File: src/rtl/vga_rect_fill.sv
// Rectangle fill engine: clips a rectangle to the visible frame and streams
// one pixel write per cycle, row-major, into the OSD frame buffer.
//
// state | meaning
// IDLE  | waiting for iSTART, parameters latched on start
// SETUP | clip, empty check, first-row base address
// WRITE | one write presented per cycle, advances on accept
// DONE  | one-cycle completion pulse
module vga_rect_fill #(
   parameter int H_RES  = 640,
   parameter int V_RES  = 480,
   parameter int ADDR_W = 19
) (
   input  logic              iCLK,
   input  logic              iRST,
   input  logic              iSTART,
   input  logic [9:0]        iX0,
   input  logic [9:0]        iY0,
   input  logic [9:0]        iW,
   input  logic [9:0]        iH,
   input  logic [15:0]       iCOLOR,
   input  logic              iWAIT,
   output logic [ADDR_W-1:0] oADDR,
   output logic [15:0]       oDATA,
   output logic              oWR,
   output logic              oCS,
   output logic              oBUSY,
   output logic              oDONE
);

   localparam logic [10:0]       H_END  = 11'(H_RES);
   localparam logic [10:0]       V_END  = 11'(V_RES);
   localparam logic [ADDR_W-1:0] STRIDE = ADDR_W'(H_RES);

   typedef enum logic [1:0] {IDLE, SETUP, WRITE, DONE} state_t;

   state_t              state;
   logic [9:0]          x0, y0, w, h;
   logic [9:0]          col, row;
   logic [10:0]         xEnd, yEnd;
   logic [ADDR_W-1:0]   rowBase;

   logic [10:0]         xSum, ySum, xClip, yClip;
   logic [10:0]         colNext, rowNext;
   logic                empty, colLast, rowLast;
   logic [ADDR_W-1:0]   baseY;

   // Clip in 11 bits so x0+w cannot wrap before the comparison.
   assign xSum    = {1'b0, x0} + {1'b0, w};
   assign ySum    = {1'b0, y0} + {1'b0, h};
   assign xClip   = (xSum > H_END) ? H_END : xSum;
   assign yClip   = (ySum > V_END) ? V_END : ySum;
   assign empty   = (w == 10'd0) || (h == 10'd0) ||
                    ({1'b0, x0} >= H_END) || ({1'b0, y0} >= V_END);
   assign colNext = {1'b0, col} + 11'd1;
   assign rowNext = {1'b0, row} + 11'd1;
   assign colLast = (colNext == xEnd);
   assign rowLast = (rowNext == yEnd);

   generate
      if (H_RES == 640) begin : gShiftBase
         assign baseY = (ADDR_W'(y0) << 9) + (ADDR_W'(y0) << 7);
      end else begin : gMulBase
         assign baseY = ADDR_W'(y0) * STRIDE;
      end
   endgenerate

   assign oCS = oWR;

   always_ff @(posedge iCLK) begin
      if (iRST) begin
         state   <= IDLE;
         x0      <= '0;
         y0      <= '0;
         w       <= '0;
         h       <= '0;
         col     <= '0;
         row     <= '0;
         xEnd    <= '0;
         yEnd    <= '0;
         rowBase <= '0;
         oADDR   <= '0;
         oDATA   <= '0;
         oWR     <= 1'b0;
         oBUSY   <= 1'b0;
         oDONE   <= 1'b0;
      end else begin
         case (state)
            IDLE: begin
               oDONE <= 1'b0;
               if (iSTART) begin
                  x0    <= iX0;
                  y0    <= iY0;
                  w     <= iW;
                  h     <= iH;
                  oDATA <= iCOLOR;
                  oBUSY <= 1'b1;
                  state <= SETUP;
               end
            end
            SETUP: begin
               if (empty) begin
                  oBUSY <= 1'b0;
                  oDONE <= 1'b1;
                  state <= DONE;
               end else begin
                  xEnd    <= xClip;
                  yEnd    <= yClip;
                  rowBase <= baseY;
                  col     <= x0;
                  row     <= y0;
                  oADDR   <= baseY + ADDR_W'(x0);
                  oWR     <= 1'b1;
                  state   <= WRITE;
               end
            end
            WRITE: begin
               if (!iWAIT) begin
                  if (colLast && rowLast) begin
                     oWR   <= 1'b0;
                     oBUSY <= 1'b0;
                     oDONE <= 1'b1;
                     state <= DONE;
                  end else if (colLast) begin
                     col     <= x0;
                     row     <= row + 10'd1;
                     rowBase <= rowBase + STRIDE;
                     oADDR   <= rowBase + STRIDE + ADDR_W'(x0);
                  end else begin
                     col   <= col + 10'd1;
                     oADDR <= oADDR + ADDR_W'(1);
                  end
               end
            end
            DONE: begin
               oDONE <= 1'b0;
               state <= IDLE;
            end
            default: state <= IDLE;
         endcase
      end
   end

endmodule

File: config.mk
export PLATFORM = sky130hd
export DESIGN_NAME = vga_rect_fill
export DESIGN_NICKNAME = d
export VERILOG_FILES = /design/src/rtl/vga_rect_fill.sv
export SDC_FILE = /design/constraint.sdc
export NUM_CORES = 1
export LEC_CHECK = 0
export ABC_AREA = 0
export ABC_CLOCK_PERIOD_IN_PS = 3000
export BUFFER_PORTS_ARGS = -buffer_cell sky130_fd_sc_hd__buf_4
export CORE_MARGIN = 4
export CORE_UTILIZATION = 25
export DETAILED_ROUTE_END_ITERATION = 16
export SYNTH_ARGS = -nofsm -noshare
export SYNTH_HDL_FRONTEND = slang
export SYNTH_SLANG_ARGS = --single-unit
File: constraint.sdc
create_clock -name iCLK -period 3 [get_ports iCLK]
set_input_delay 0.15 -clock iCLK [delete_from_list [all_inputs] [get_ports iCLK]]
set_output_delay 0.15 -clock iCLK [all_outputs]
set_load 0.03 [all_outputs]
### After elaboration in Yosys (flattened, before gate mapping)

Index checks and enable logic that the tools add are counted.

* add/sub/neg operators: 11
* multiply operators: 0
* divide/modulo/power cells: 0
* $lt $le $gt $ge: 4
* eq/ne operators: 12
* shifts and indexed selects: 0
* mux-type cells: 38
* bitwise operators: 1
* reduce and logical (&&, ||, !) cells: 18

Operators with widths (count)
* $mux 19: 8
* $mux 10: 8
* $pmux 19 s2: 2
* $pmux 10 s2: 2
* $add 19x10->19: 2
* $add 10x1->11 const B: 2
* $add 10x10->11: 2
* $eq 11x11->1: 2
* $mux 11: 2
* $add 10x1->10 const B: 2
* $logic_not 10->1: 2
* $add 19x1->19 const B: 1
* $add 19x10->19 const B: 1
* $add 19x17->19: 1
* $ne 2x2->1 const B: 7
* $gt 11x10->1 const B: 1
* $gt 11x9->1 const B: 1
* $ge 10x10->1 const B: 1
* $ge 10x9->1 const B: 1
* $reduce_and 5->1: 2
* $mux 1: 9
* $pmux 2 s4: 1
* $reduce_and 4->1: 2
* $mux 2: 3
* other kinds (13): 19

* bits in registers: 141
* latch bits: 0
* memory bits (writable): 0
* ROM bits: 0
* bits of input ports: 60
* logic and storage cells: 99
* memories: 0

### Depth between registers and ports, before layout

* word-level depth: 6
* mapped depth: 12

### Worst setup path before layout

No wires, ideal clock.

* kind: reg-to-reg
* start: reg y0[2]
* end: reg oADDR[16]
* setup time: 0.058 ns
* data arrival time: 3.062 ns
* required time: 2.942 ns
* slack: -0.121 ns
* cell stages (with the launch flop): 11
* cell sequence: dfxtp_1 -> ha_1 -> fa_1 -> xor2_1 -> or4b_2 -> a211oi_1 -> nand4b_1 -> xor2_1 -> nor2_1 -> a2111oi_0 -> a31o_2

* longest elaborated chain between the ends: 4
* elaborated cells between the ends (all ways): 8

RTL lines
* start, declared: line 38 `logic [9:0] x0, y0, w, h;`
* start signal, assigned: line 93 `y0 <= iY0;`
* $add 19x17->19 or $ge 10x9->1 (tied branches): line 62, 54
* $add 19x10->19 or $logic_or 1x1->1 (tied branches): line 112, 54
* $mux 19 or $ne 2x2->1 (tied branches)
* $pmux 19 s2 or $reduce_and 4->1 (tied branches)
* end signal, assigned: line 112 `oADDR <= baseY + ADDR_W'(x0);`
* end signal, assigned: line 128 `oADDR <= rowBase + STRIDE + ADDR_W'(x0);`
* end signal, assigned: line 131 `oADDR <= oADDR + ADDR_W'(1);`
* end, declared: line 23 `output logic [ADDR_W-1:0] oADDR,`

Parallel ways exist; a longest one is shown, timed or not. The select of a mux whose other input is x is not followed.
A chain may end at the register's enable or synchronous reset.

### Worst setup path after layout

* start: reg row[0]
* end: reg row[0]

* longest elaborated chain between the ends: 5
* elaborated cells between the ends (all ways): 10

RTL lines
* start, declared: line 39 `logic [9:0] col, row;`
* start signal, assigned: line 111 `row <= y0;`
* start signal, assigned: line 126 `row <= row + 10'd1;`
* $add 10x1->11 or $add 10x1->10 (tied branches): line 56, 126
* $eq 11x11->1 or $mux 10 (tied branches): line 58, 124
* $logic_and 1x1->1 or $mux 10 (tied branches): line 119 `if (colLast && rowLast) begin`
* $ne 2x2->1 (no source line) or $mux 10 (tied branches)
* $reduce_and 5->1 (no source line) or $pmux 10 s2 (tied branches)

Parallel ways exist; a longest one is shown, timed or not. The select of a mux whose other input is x is not followed.

==> metrics.md <==
| Metric | Value |
|---|---|
| Global route overflow | `0` |
| Vias/cell | `5.029` |
| Inst Count DP | `1738` |
| # DRC | `0` |
| Largest net degree at the start of global routing | `57` |
| Max VDD drop | `0.0003941 V` |
| Final ANT Viol Nets | `0` |
| Final WS setup | `0.1203 ns` |
| Via Count | `9168` |
| Sequential share of the synthesized area | `30.09%` |
| Multi-input logic area | `5961 sq um` |
| DR pass1 iterations | `5` |
| Skew-Pair Late Insertion Delay | `0.43 ns` |
| Slew @ Worst Pin | `1.030 ns` |
| Max_slew headroom | `31.36%` |
| PD cells | `715.3 nW/um^2` |
| Gr usage total | `14.46%` |
| CP max FO | `6` |
| I/O Buffers | `98` |
| TritonCTS clock tree | `yes` |
| Sequential Area | `2685 sq um` |
| RSZ-0062 raised after global routing | `false` |
| Syn Nets | `1282` |
| Buffer depth of the longest clock path | `2` |
| Area grow syn2layout | `32.63%` |
| Fill cells | `3653` |
| Endpoints failing setup | `0` |
| Initial antenna violation count | `0` |
| N_diodes | `0` |
| Die Wd | `196.9 microns` |
| Row count | `68` |
| Placed Area | `10590 sq um` |
| YS warnings | `0` |
| Cell Count, Final, Fillers Out | `1823` |
| Final Core Density | `33.90%` |
| Total CTS buffers | `17` |
| Die Height | `196.9 microns` |
| I/O Pins | `99` |
| Ratio of final minimum period to clock period | `95.99%` |
| DR iter-0 viols | `529` |
| Status | `complete, no violations` |
| WS Path Type | `register to register` |
| Share of cells above drive strength 1 | `19.30%` |
| Pre-CTS WS | `-0.001098 ns` |
| Path type of the worst min-delay path | `input port to register` |
| Max_cap viols | `0` |
| Fin. Hold Viols | `0` |
| Clock Tree Root | `clkbuf_16` |
| Die Area | `38750 sq um` |
| H-tree levels | `4` |
| Syn_area_per_cell | `7.588 sq um` |
| Slew Limit Fails | `0` |
| Tmin final | `2.880 ns` |
| Avg WL per Cell | `15.71 microns` |
| GPL Wtd Cong | `0.8706` |
| Number of global-route vias before repair | `9005` |
| Detailed placer's ending HPWL | `21200 microns` |
| Post-synth top flop | `dfxtp_1` |
| Final nets | `1463` |
| Asr flop ratio synth | `0%` |
| Worst path required time | `3.35 ns` |
| Crit end category | `register` |
| Core Area | `34880 sq um` |
| Routed Wire Length | `28640 microns` |
| Cells after synthesis | `1175` |
| Post-synthesis register bit count | `134` |
| Clock slew at reported path FFs | `0.07 ns` |
| Clock Skew | `0.01147 ns` |
| Clk sinks | `134` |
| FMAX | `0.3473 GHz` |
| CP startpoint kind | `register` |
| Post-synth cell types | `73` |
| Worst endpoint data arrival time | `3.23 ns` |
| LEAKAGE | `4.696 nW` |
| EDFF count, synth | `0` |
| Mapped Area | `8916 sq um` |
| WHS | `0.02697 ns` |
| First-pass GRT wire length | `46300 microns` |
| Initial Util | `25.56%` |
| Design area | `11830 sq um` |
cell families (layout without fill, tap and decap cells):
group,count (synthesis),count (layout),share of synthesized area [%]
AO/OA/AOI/OAI,356,356,25.30
XOR/XNOR,71,71,6.974
adder cells (fa/ha/maj),47,47,6.932
other,1,1,0.04206
AND/OR/NAND/NOR,437,437,23.53
flip-flops,134,134,30.09
multiplexers,20,20,2.315
buffers and inverters,109,302,4.813
flip-flops by register name, summed over array words and instances, names as in the netlist, 11 cells and up:
register,count
yEnd,11
xEnd,11
oADDR,19
oDATA,16
rowBase,12
placed cells by master (no fill, tap or decap), drive strengths merged, types with 11 or more instances in the layout:
cell type,count
buf,183
nand2,170
a21oi,137
dfxtp,134
o21ai,65
nor2,58
dlygate4sd3,52
nor3,52
nand3,44
ha,43
inv,43
xnor2,41
xor2,30
a21o,24
nand4,17
clkbuf,17
o211ai,15
mux2i,15
nor2b,13
and3,13
nor4,12
a31oi,11
final timing paths:
| path | startpoint | to | slack [ns] | cells after the start |
|---|---|---|---|---|
| setup / recovery | row[0] | row[0] | 0.12 | 9 |
| hold / removal | iY0[0] | y0[0] | 0.03 | 3 |
| setup reg to reg | row[0] | row[0] | 0.12 | 9 |
| hold reg to reg | oDATA[15] | oDATA[15] | 0.46 | 2 |
metal layers:
| layer | vias to the layer above | part of all wire (%) | GRT usage [%] |
|---|---|---|---|
| li1 | 4624 | - | - |
| met3 | 32 | 4.3 | 2.752 |
| met2 | 219 | 45 | 22.99 |
| met5 | - | 0 | 0 |
| met1 | 4293 | 49 | 20.15 |
| met4 | 0 | 1.6 | 3.878 |
layout make-up:
type	instances	share of cell area, %
multi-input cells	932	50.41
flip-flops and latches	134	22.71
repair buffers	235	16.13
well taps	455	4.814
clock buffers	17	3.598
clock inverters	14	1.206
inverters	36	1.143
critical path, cell delays in order (launching register included):
cell	delay, ns
dfxtp_2	0.38
ha_1	0.18
and3_2	0.23
a31oi_1	0.10
or4_1	0.50
nor2b_1	0.16
o2111a_1	0.19
or4_4	0.51
or3_1	0.37
a31oi_1	0.18
repair_timing:
item / 4_1_cts / 5_1_grt
hold buffers: 52 / 0
gates resized for setup: 3 / 25
hold endpoints to repair: 52 / 0
setup buffers: 0 / 2
pin swaps: 2 / 6
setup endpoints to repair: 5 / 52
stage by stage:
stage | power [W] | TNS [ns]
global placement | 0.006210 | 0
floorplan | 0.004905 | 0
global route | 0.009010 | 0
finish | 0.008459 | 0
detailed placement | 0.006251 | -0.001098
CTS | 0.008399 | 0
synth_stat cells, drive strengths merged (11+ instances only):
cell type  count  area share, %
o21ai         65            3.6
nor3          52            2.9
a21oi        137            7.7
dfxtp        134             30
nor2b         13           0.91
nor2          58            2.4
ha            43            6.0
a31oi         11           0.77
and3          13           0.91
nand2        170            7.2
buf           16           0.86
o211ai        15            1.3
nor4          12           0.84
clkbuf        57            2.4
xnor2         41            4.0
xor2          30            2.9
nand3         44            2.5
mux2i         15            1.7
inv           36            1.5
a21o          24            2.0
nand4         17            1.2
where the power goes:
part	switching, W	internal [W]	total, W
combinational	0.00235	0.00157	0.00393
clock	0.000913	0.00116	0.00207
sequential	0.000351	0.00211	0.00246
total	0.00362	0.00484	0.00846
Note: power is estimated with default switching activity, not from simulation.
